$ cat config.mk
export PLATFORM = sky130hd
export DESIGN_NAME = msk_share_decoder
export DESIGN_NICKNAME = d
export VERILOG_FILES = /design/src/rtl/msk_share_decoder.sv
export SDC_FILE = /design/constraint.sdc
export NUM_CORES = 1
export LEC_CHECK = 0
export CORE_AREA = 3 3 40 42
export DETAILED_ROUTE_END_ITERATION = 8
export DIE_AREA = 0 0 43 45
export PLACE_DENSITY = 0.3
export SETUP_SLACK_MARGIN = 0.2
export SYNTH_ARGS = -nofsm -noshare
export SYNTH_HDL_FRONTEND = slang
export SYNTH_SLANG_ARGS = --single-unit
export TNS_END_PERCENT = 20
$ cat constraint.sdc
create_clock -name clk -period 0.8 [get_ports clk]
set_input_delay 0.12 -clock clk [delete_from_list [all_inputs] [get_ports clk]]
set_output_delay 0.12 -clock clk [all_outputs]
set_load 0.05 [all_outputs]
$ cat src/rtl/msk_share_decoder.sv
// Serial unmasking stage: folds one Boolean share per cycle into an accumulator
// and presents the recombined value on a valid/ready port.
module msk_share_decoder #(
  parameter int d     = 1,
  parameter int count = 1
) (
  input  logic                 clk,
  input  logic                 rst_n,
  input  logic [count*d-1:0]   in,
  input  logic                 in_valid,
  output logic                 in_ready,
  output logic [count-1:0]     out,
  output logic                 out_valid,
  input  logic                 out_ready
);

  localparam int KW = (d > 1) ? $clog2(d) : 1;
  localparam logic [KW-1:0] K_LAST = KW'(d - 1);

  typedef enum logic [1:0] {IDLE, ACC, OUT} state_t;

  state_t               state_q, state_d;
  logic [count*d-1:0]   share_q, share_d;
  logic [count-1:0]     acc_q, acc_d;
  logic [KW-1:0]        k_q, k_d;
  logic [count-1:0]     share0, share_k;

  // Share 0 comes straight from the input; share k is picked from the held
  // sharing with constant indices so only one share per bit is touched a cycle.
  always_comb begin
    share0  = '0;
    share_k = '0;
    for (int i = 0; i < count; i++) begin
      share0[i] = in[i*d];
      for (int j = 0; j < d; j++) begin
        if (k_q == KW'(j)) share_k[i] = share_q[i*d+j];
      end
    end
  end

  always_comb begin
    state_d = state_q;
    share_d = share_q;
    acc_d   = acc_q;
    k_d     = k_q;
    unique case (state_q)
      IDLE: begin
        if (in_valid) begin
          acc_d = share0;
          k_d   = KW'(1);
          if (d > 1) begin
            share_d = in;
            state_d = ACC;
          end else begin
            share_d = '0;
            state_d = OUT;
          end
        end
      end
      ACC: begin
        acc_d = acc_q ^ share_k;
        if (k_q == K_LAST) begin
          // Wipe the remaining shares the moment the value is fully recombined.
          share_d = '0;
          k_d     = '0;
          state_d = OUT;
        end else begin
          k_d = k_q + KW'(1);
        end
      end
      OUT: begin
        if (out_ready) begin
          acc_d   = '0;
          state_d = IDLE;
        end
      end
      default: state_d = IDLE;
    endcase
  end

  always_ff @(posedge clk) begin
    if (!rst_n) begin
      state_q <= IDLE;
      share_q <= '0;
      acc_q   <= '0;
      k_q     <= '0;
    end else begin
      state_q <= state_d;
      share_q <= share_d;
      acc_q   <= acc_d;
      k_q     <= k_d;
    end
  end

  // The accumulator holds partial XORs in ACC; only expose it once complete.
  assign in_ready  = (state_q == IDLE) && rst_n;
  assign out_valid = (state_q == OUT);
  assign out       = out_valid ? acc_q : '0;

endmodule

; ---- Yosys cells after proc, flatten, opt, wreduce, memory -nomap -nowiden
; Cells that the tools add are included.
[totals]
regBits = 5
in_bits = 5
output_inout_bits = 3
wordCells = 34
[op_classes]
n_addsub = 1
eq_ne = 5
muxes = 15
bitwise_logic = 1
n_reduce_logical = 8
[ops]
columns = cell, n
row1 = $reduce_and 3->1, 3
row2 = $mux 1, 8
row3 = $mux 2, 3
row4 = $pmux 2 s3, 1
row5 = $ne 2x2->1 const B, 2
row6 = $pmux 1 s2, 2
row7 = $pmux 1 s3, 1
row8 = $reduce_bool 3->1, 1
row9 = $eq 2x1->1 const B, 1
row10 = $eq 2x2->1 const B, 1
row11 = $logic_not 2->1, 1
row12 = $ne 2x1->1 const B, 1
row13 = $reduce_and 2->1, 1
row14 = $reduce_bool 2->1, 1
row15 = $add 1x1->1 const B, 1
row16 = $logic_and 1x1->1, 1
row17 = $xor 1x1->1, 1

; ---- Depth between registers and ports, before layout
; Gate-level depths: netlist (run 1).
[depth]
depth_word = 3
mapped_depth = 2
mapped_depth_nobuf = 2

; ---- Worst setup path after synthesis (run 1)
; OpenSTA, ideal clock, no wires.
[synth_path]
path_kind = register -> output
from = register state_q[1]
to = output out
t_arrival_ns = 1.099
t_required_ns = 0.680
setup_slack_ns = -0.419
stages_incl_launch_ff = 2
n_path_buf = 0
path_cell_list = dfxtp_1 and2_2
[synth_between]
elab_chain_len = 2
[synth_rtl]
columns = item, line_no
row1 = from (decl), 22  ; state_t state_q, state_d;
row2 = from (signal assigned), 88  ; state_q <= state_d;
row3 = $eq 2x2->1, 97  ; assign out_valid = (state_q == OUT);
row4 = $mux 1, 98  ; assign out = out_valid ? acc_q : '0;
row5 = to (decl), 12  ; output logic [count-1:0] out,
; Every way passes these cells.

; ---- Final worst setup path (run 1)
[layout_path]
from = register state_q[1]
to = output in_ready
[layout_between]
elab_chain_len = 2
[layout_rtl]
columns = item, line_no
row1 = $logic_not 2->1, 96  ; assign in_ready = (state_q == IDLE) && rst_n;
row2 = $logic_and 1x1->1, 96
row3 = to (decl), 11  ; output logic in_ready,
; Every way passes these cells.

==> impl_results.md, run 1 <==
* #FFs+latches synth at 2
* Area Overhead vs Synth at 161%
* Port bufs at 7
* Core area at 0.00128 mm²
* Crit path largest cell delay at 0.35 ns
* Hold buffers post-CTS at 0
* Routability Congestion at 0.598
* Top-area cell type share of the netlist area at 37.6%
* Final critical-path required period at 1.07 ns
* Ys Warns at 0
* Full die area at 0.00194 mm²
* M1 GR Usage at 5.04%
* Post-CTS sizing at 0
* Clock root buffer master: clkbuf_4
* CP arrival at 0.95 ns
* RSZ-0062 raised after global routing: true
* Post-synth EDFFs at 0
* Post-synth cell types at 8
* HPWL after DPL at 242 µm
* Setup tns final at -0.824 ns
* Largest net degree at the start of global routing at 6
* Syn_nets at 15
* Worst reg2reg setup slack at -0.14 ns
* Syn Area/Cell at 10.6 µm²
* Top delay family on crit path: flip-flops
* First-pass GRT wire length at 614 µm
* Main synth FF type: dfxtp_1
* Pre-CTS setup slack at -0.228 ns
* Failing checks: negative setup slack
* Final setup margin at -0.273 ns
* Status: complete, but fails checks
* Overall die width at 43 µm
* CP Max Fanout at 5
* Post-synthesis sequential area ratio at 37.6%
* Initial antenna violation count at 0
* Grt met2 use at 5.39%
* CP Buf/Inv Count at 1
* Final setup vio count at 4
* # DRC at 0
* Skew-Pair Late Insertion Delay at 0.23 ns
* Cells after synthesis at 10
* Clock sink count at 2
* Initial Utilization at 8.28%
* NumNets Final at 30
* Crit path cell chain: and2b_2 -> buf_12
* Worst Max-Slew Pin Slew at 0.124 ns
* Post-synth ARST share at 0%
* Maxcap violations at 0
* TritonRoute pass-1 iters at 2
* Critical-path top delay cell: dfxtp_4
* Fin crit share at 134%
* Area contributors post-synth: dfxtp_1, mux2_4, o211a_1
* Slew HR at 91.7%
* Max clock buf depth at 2
* Synthesized area at 106 µm²
* Ports at 8
* Worst IR Drop VDD at 0.635 mV
* # diodes at 0
* Worst Setup Start Kind: register
* Clk pin slew, worst setup/hold paths at 0.03 ns
* Fmax at 932 MHz
* Vias/cell at 3.28
* Total Routing Usage GR at 4.99%
* Power Dens Cells at 1820 mW/mm²
* WL final at 335 µm
* Vias in the first global route at 147
* Residual overflow from global routing at 0
* H-tree depth at 1
* Fillers at 144
* Cell taking the most area after synthesis: dfxtp_1
* GR peak layer: met3
* CP Class: register to output pin
* Site Rows at 13
* CTS Buf Count at 3
* Die height at 45 µm
* M3 GR Usage at 5.98%
* Share of layout cells above drive strength 1 at 58.3%
* Final ANT Viol Nets at 0
* Critical path data required time at 0.68 ns
* P_leak at 0.121 nW
* Pwr Total at 0.000505 W
* Commonest cells post-synth: dfxtp_1, nand2_1
* Via Count at 128
* Avg WL per Cell at 8.59 µm
* Critical Path End Type: output pin
* Iter 0 DRT Violations at 3
* Final max-slew violation count at 0
* Fin. Hold Viols at 0
* TritonCTS clock tree: done
* Clock skew at 0.00637 ns
* Hold WC Path Type: register to register
registers in the layout, indices dropped and copies added (netlist names):
name and cells:
acc_q 1, state_q 1
per-stage QoR:
| stage | std cells | util, % | hold slack (ns) | cell area, µm² |
|---|---|---|---|---|
| detailed placement | 34 | 19.0 | 0.462 | 244 |
| CTS | 39 | 21.6 | 0.466 | 278 |
| global placement | 34 | 19.0 | 0.458 | 244 |
| finish | 39 | 21.6 | 0.459 | 278 |
| global route | 39 | 21.6 | 0.483 | 278 |
| floorplan | 10 | - | 0.257 | 110 |
cell families after synthesis:
family             synth area share [%]
and+or+nand+nor                    30.6
DFF                                37.6
AOI/OAI and AO/OA                  17.6
muxes                              14.1
metal layers:
layer  up-vias  share of wire [%]  routed length [µm]
met3         0                 18                  61
li1         65                  -                   -
met1        52                 47                 156
met4         0                  0                   0
met5         -                  0                   0
met2        11                 35                 118
worst register-to-register path, delay by kind of cell (launching register included):
family,cells,cell delay (ns)
DFF,1,0.34
muxes,1,0.29
buffers and inverters,1,0.14
AOI/OAI and AO/OA,1,0.10
cells in the final DEF (no fill, tap or decap):
cell and n:
nand2_1 2, clkbuf_1 1, and2_2 1, nand4b_1 1, buf_4 3, clkbuf_4 3, clkdlybuf4s50_1 4, and2b_2 1
o21ai_2 1, dfxtp_1 1, mux2_4 1, buf_12 3, o211a_1 1, dfxtp_4 1
repair_timing:
item                       4_1_cts  5_1_grt
setup endpoints to repair        5        5
pin swaps                        0        0
buffers inserted                 1        0
path summary, 6_finish.rpt:
kind | start | end | cells past startpoint
setup / recovery | state_q[1] | in_ready | 2
setup reg to reg | state_q[1] | acc_q | 3
hold / removal | acc_q | acc_q | 2
hold reg to reg | acc_q | acc_q | 2
report_power, final:
group | switching (W) | total (W) | internal (W)
clock | 0.0000644 | 0.000250 | 0.000186
sequential | 0.00000524 | 0.000112 | 0.000107
combinational | 0.0000604 | 0.000143 | 0.0000821
total | 0.000130 | 0.000505 | 0.000375
layout make-up:
type	instances	area [µm²]	share of cell area (%)
flip-flops and latches	2	43.8	15.8
multi-input cells	8	66.3	23.9
repair buffers	10	123	44.1
clock buffers	4	26.3	9.46
well taps	15	18.8	6.76
No activity file was read; power rests on OpenSTA's default activity.
==> run 2: changes to the inputs <==
--- a/config.mk
+++ b/config.mk
@@ -5,9 +5,9 @@
 export SDC_FILE = /design/constraint.sdc
 export NUM_CORES = 1
 export LEC_CHECK = 0
-export CORE_AREA = 3 3 40 42
+export CORE_AREA = 2 2 39 41
 export DETAILED_ROUTE_END_ITERATION = 8
-export DIE_AREA = 0 0 43 45
+export DIE_AREA = 0 0 41 43
 export PLACE_DENSITY = 0.3
 export SETUP_SLACK_MARGIN = 0.2
 export SYNTH_ARGS = -nofsm -noshare
==> run 2 against run 1 <==
Against the previous run:
- the run still ends with negative setup slack left
- core utilization decreased by 1.5 points
- die area decreased by 8.9%
- first-iteration DRC count decreased by 33%
- worst hold slack improved by 0.0061 ns
- largest cell class unchanged
==> impl_results.md, run 2 (synthesized netlist as in run 1, its figures left out) <==
* Most frequent cells in the layout: clkdlybuf4s50_1, clkbuf_4, buf_12, buf_4, nand2_1
* Overall die width at 41 µm (-4.7%)
* Initial antenna violation count at 0 (unchanged)
* Skew-Pair Late Insertion Delay at 0.23 ns (about the same)
* Port bufs at 7 (unchanged)
* HPWL after DPL at 226 µm (-6.6%)
* Iter 0 DRT Violations at 2 (-1)
* TritonRoute pass-1 iters at 2 (unchanged)
* Worst IR Drop VDD at 0.611 mV (-3.8%)
* Clk pin slew, worst setup/hold paths at 0.03 ns (about the same)
* Power Dens Cells at 1800 mW/mm² (-0.91%)
* Met3 wire len at 41 µm (-33%)
* CP Max Fanout at 4 (-1)
* CP Class: register to output pin
* CP arrival at 0.94 ns (about the same)
* Largest net degree at the start of global routing at 5 (-1)
* Final ANT Viol Nets at 0 (unchanged)
* Clock root buffer master: clkbuf_4
* Crit path largest cell delay at 0.34 ns (about the same)
* Residual overflow from global routing at 0 (unchanged)
* Total Routing Usage GR at 5.41% (+0.42 points)
* Routability Congestion at 0.525 (-12%)
* Setup Buffers After CTS at 1 (unchanged)
* Max clock buf depth at 2 (unchanged)
* Vias in the first global route at 128 (-13%)
* Fin. Hold Viols at 0 (unchanged)
* Area Overhead vs Synth at 162%
* # diodes at 0 (unchanged)
* Die height at 43 µm (-4.4%)
* Crit path cell chain: and2b_2 -> buf_12
* Avg WL per Cell at 7.60 µm (-12%)
* Ports at 8 (unchanged)
* Full die area at 0.00176 mm² (-8.9%)
* Final setup vio count at 4 (unchanged)
* WL final at 304 µm (-9.3%)
* H-tree depth at 1 (unchanged)
* Pre-CTS setup slack at -0.218 ns (+0.00996 ns)
* # DRC at 0 (unchanged)
* Maxcap violations at 0 (unchanged)
* Critical Path End Type: output pin
* Commonest non-fill, non-tap cell in the layout: clkdlybuf4s50_1
* Top layer in use: met3
* Hold WC Path Type: register to register
* Site Rows at 14 (+1)
* CTS Buf Count at 3 (unchanged)
* Worst Max-Slew Pin Slew at 0.117 ns (-0.00783 ns)
* Critical-path top delay cell: dfxtp_4
* Worst Setup Start Kind: register
* Final max-slew violation count at 0 (unchanged)
* NumNets Final at 30 (unchanged)
* Initial Utilization at 7.69% (-0.59 points)
* P_leak at 0.121 nW (unchanged)
* Largest regs: acc_q (1), state_q (1)
* Post-CTS sizing at 0 (unchanged)
* Fin crit share at 133% (-1.5 points)
* Critical path data required time at 0.68 ns (about the same)
* Clock skew at 0.00319 ns (-0.00318 ns)
* Vias/cell at 3.08 (-6.3%)
* Failing checks: negative setup slack
* Hold buffers post-CTS at 0 (unchanged)
* First-pass GRT wire length at 503 µm (-18%)
* Core area at 0.00138 mm² (+7.7%)
* Routed metal-1 wire length at 129 µm (-17%)
* Clock sink count at 2 (unchanged)
* Via Count at 123 (-3.9%)
* Fmax at 942 MHz (+1.1%)
* Setup tns final at -0.783 ns (+0.0411 ns)
* Final critical-path required period at 1.06 ns (-0.0119 ns)
* WL met2 at 133 µm (+13%)
* RSZ-0062 raised after global routing: true
* TritonCTS clock tree: done
* Status: complete, but fails checks
* Slew HR at 92.2% (+0.52 points)
* Final setup margin at -0.261 ns (+0.0119 ns)
* Share of layout cells above drive strength 1 at 58.3% (unchanged)
==> run 2: cell counts in the layout (fill, tap and decap cells not counted) <==
No cell type changed its count.
==> run 2: per-stage QoR <==
stage	instances	hold slack (ns)	utilization [%]	area, µm²	power [W]
3_3_place_gp	35	0.476	17.7	245	0.000252
5_1_grt	40	0.488	20.2	279	0.000548
2_1_floorplan	10	0.257	-	110	0.000172
4_1_cts	40	0.471	20.2	279	0.000520
3_5_place_dp	35	0.465	17.7	245	0.000250
6_report	40	0.465	20.2	279	0.000503
==> run 2: path summary, 6_finish.rpt <==
kind	startpoint	to	slack, ns	cells past startpoint
hold reg to reg	acc_q	acc_q	0.47	2
setup / recovery	state_q[1]	in_ready	-0.26	2
setup reg to reg	state_q[1]	acc_q	-0.14	3
hold / removal	acc_q	acc_q	0.47	2
==> run 2: worst max-delay path, delay by kind of cell (launching register included) <==
family	cells	cell delay, ns
buffers and inverters	1	0.15
DFF	1	0.34
and+or+nand+nor	1	0.23
==> run 2: power by group <==
part / switching (W) / internal [W] / total, W
clock: 0.0000630 / 0.000186 / 0.000249
combinational: 0.0000601 / 0.0000821 / 0.000142
sequential: 0.00000472 / 0.000107 / 0.000112
total: 0.000128 / 0.000375 / 0.000503
==> run 2: layout make-up <==
type,count,area (µm²)
fillers,156,1100
multi-input cells,8,66.3
clock buffers,4,26.3
well taps,16,20.0
flip-flops and latches,2,43.8
repair buffers,10,123
==> run 2: metal layers <==
metal,global-route usage (%),vias up
li1,-,64
met1,4.14,51
met2,5.31,8
met3,7.85,0
met4,6.00,0
met5,0,-
==> run 3: changes to the inputs <==
--- a/config.mk
+++ b/config.mk
@@ -10,6 +10,7 @@
 export DIE_AREA = 0 0 41 43
 export PLACE_DENSITY = 0.3
 export SETUP_SLACK_MARGIN = 0.2
+export SKIP_CTS_REPAIR_TIMING = 1
 export SYNTH_ARGS = -nofsm -noshare
 export SYNTH_HDL_FRONTEND = slang
 export SYNTH_SLANG_ARGS = --single-unit
==> run 3 against run 2 <==
Against the previous run:
- the flow still finishes with violations (negative setup slack)
- fmax shrank 0.97%
- design area unchanged
- core utilization stayed put
- setup slack worse by 0.010 ns
- final cell count stayed put
- sequential power is essentially flat
- worst hold slack about the same
- non-clock buffer count is the same
- count of clock-buffer cells in the layout unchanged
- routed wire length rose by 0.33%
- critical endpoint unchanged
==> impl_results.md, run 3 (synthesized netlist as in run 1, its figures left out) <==
* Fillers at 155 (-0.64%)
* Via Count at 124 (+0.81%)
* RSZ-0062 raised after global routing: true
* Routability Congestion at 0.525 (unchanged)
* Avg WL per Cell at 7.63 µm (+0.33%)
* Initial Utilization at 7.69% (unchanged)
* Clock sink count at 2 (unchanged)
* Status: complete, but fails checks
* H-tree depth at 1 (unchanged)
* Skew-Pair Late Insertion Delay at 0.23 ns (about the same)
* Worst IR Drop VDD at 0.616 mV (+0.72%)
* Final max-slew violation count at 0 (unchanged)
* Switching power at 0.000127 W (-0.89%)
* Vias in the first global route at 120 (-6.3%)
* Max clock buf depth at 2 (unchanged)
* Initial antenna violation count at 0 (unchanged)
* Most frequent cells in the layout: clkdlybuf4s50_1, clkbuf_4, buf_12, buf_4, nand2_1
* Hold WC Path Type: register to register
* Maxcap violations at 0 (unchanged)
* Die height at 43 µm (unchanged)
* Area Overhead vs Synth at 162% (unchanged)
* Post-route cell area at 279 µm² (unchanged)
* First-pass GRT wire length at 483 µm (-4.0%)
* Full die area at 0.00176 mm² (unchanged)
* Largest regs: acc_q (1), state_q (1)
* Final setup margin at -0.272 ns (-0.0104 ns)
* WL final at 305 µm (+0.33%)
* P_leak at 0.121 nW (unchanged)
* Power Dens Cells at 1800 mW/mm² (-0.25%)
* Clock root buffer master: clkbuf_4
* Area of the multi-input gates at 66.3 µm² (unchanged)
* Share of layout cells above drive strength 1 at 58.3% (unchanged)
* Clk pin slew, worst setup/hold paths at 0.03 ns (about the same)
* Final ANT Viol Nets at 0 (unchanged)
* TritonCTS clock tree: done
* Switch share at 25.3% (-0.16 points)
* Clock skew at 0.00398 ns (+0.000793 ns)
* Slew HR at 92.1% (-0.12 points)
* CP Max Fanout at 5 (+1)
* # diodes at 0 (unchanged)
* Seq pwr share at 22.5% (+0.2 points)
* TritonRoute pass-1 iters at 2 (unchanged)
* Fmax at 933 MHz (-0.97%)
* Core area at 0.00138 mm² (unchanged)
* DP Area at 245 µm² (unchanged)
* NumNets Final at 30 (unchanged)
* CP Class: register to output pin
* Final setup vio count at 4 (unchanged)
* Port bufs at 7 (unchanged)
* Pre-CTS setup slack at -0.218 ns (unchanged)
* Failing checks: negative setup slack
* Internal at 0.000375 W (about the same)
* Vias/cell at 3.10 (+0.81%)
* Commonest non-fill, non-tap cell in the layout: clkdlybuf4s50_1
* HPWL after DPL at 226 µm (unchanged)
* Worst Max-Slew Pin Slew at 0.118 ns (+0.00182 ns)
* CTS Buf Count at 3 (unchanged)
* Pwr Total at 0.000501 W (-0.25%)
* # DRC at 0 (unchanged)
* Iter 0 DRT Violations at 4 (+2)
* CP arrival at 0.95 ns (about the same)
* Comb power frac at 28.1% (-0.2 points)
* Largest net degree at the start of global routing at 8 (+3)
* Final critical-path required period at 1.07 ns (+0.0104 ns)
* Ports at 8 (unchanged)
* Fin. Hold Viols at 0 (unchanged)
* Residual overflow from global routing at 0 (unchanged)
* Clock power frac at 49.4% (about the same)
* Critical Path End Type: output pin
* Overall die width at 41 µm (unchanged)
* Critical path data required time at 0.68 ns (about the same)
* Worst Setup Start Kind: register
* Fin crit share at 134% (+1.3 points)
* Site Rows at 14 (unchanged)
* Storage cell area at 43.8 µm² (unchanged)
* Total Routing Usage GR at 5.31% (-0.10 points)
==> run 3: path summary, 6_finish.rpt <==
path	start	end	slack [ns]	cells past startpoint
hold reg to reg	acc_q	acc_q	0.46	2
hold / removal	acc_q	acc_q	0.46	2
setup / recovery	state_q[1]	in_ready	-0.27	2
setup reg to reg	state_q[1]	acc_q	-0.14	3
==> run 3: power groups by stage <==
stage               clock network [W]  registers, W  logic (W)
floorplan                           0      0.000130  0.0000428
global placement                    0      0.000117   0.000134
detailed placement                  0      0.000117   0.000133
CTS                          0.000265      0.000116   0.000134
global route                 0.000284      0.000114   0.000149
finish                       0.000247      0.000113   0.000141
==> run 3: critical path: stages, from the launching register on <==
cell	delay (ns)
dfxtp_4	0.35
and2b_2	0.23
buf_12	0.15
==> run 3: routing by layer <==
layer / GRT usage [%] / up-vias / part of all wire [%] / wire length [µm]
met4: 6.00 / 0 / 0 / 0
met1: 3.82 / 52 / 41 / 126
met3: 7.85 / 0 / 13 / 41
li1: - / 64 / - / -
met5: 0 / - / 0 / 0
met2: 5.31 / 8 / 45 / 137
==> run 3: through the flow <==
step | hold WS [ns] | util [%] | setup TNS, ns | std cells
2_1_floorplan | 0.257 | - | -0.316 | 10
3_3_place_gp | 0.476 | 17.7 | -0.570 | 35
3_5_place_dp | 0.465 | 17.7 | -0.557 | 35
4_1_cts | 0.471 | 19.6 | -0.804 | 39
5_1_grt | 0.488 | 20.2 | -0.952 | 40
6_report | 0.465 | 20.2 | -0.808 | 40
==> run 3: final cells by class <==
type                            instances  area share (%)
Tap cell                               16            7.17
Sequential cell                         2            15.7
Multi-Input combinational cell          8            23.8
Clock buffer                            4            9.42
Timing Repair Buffer                   10            43.9
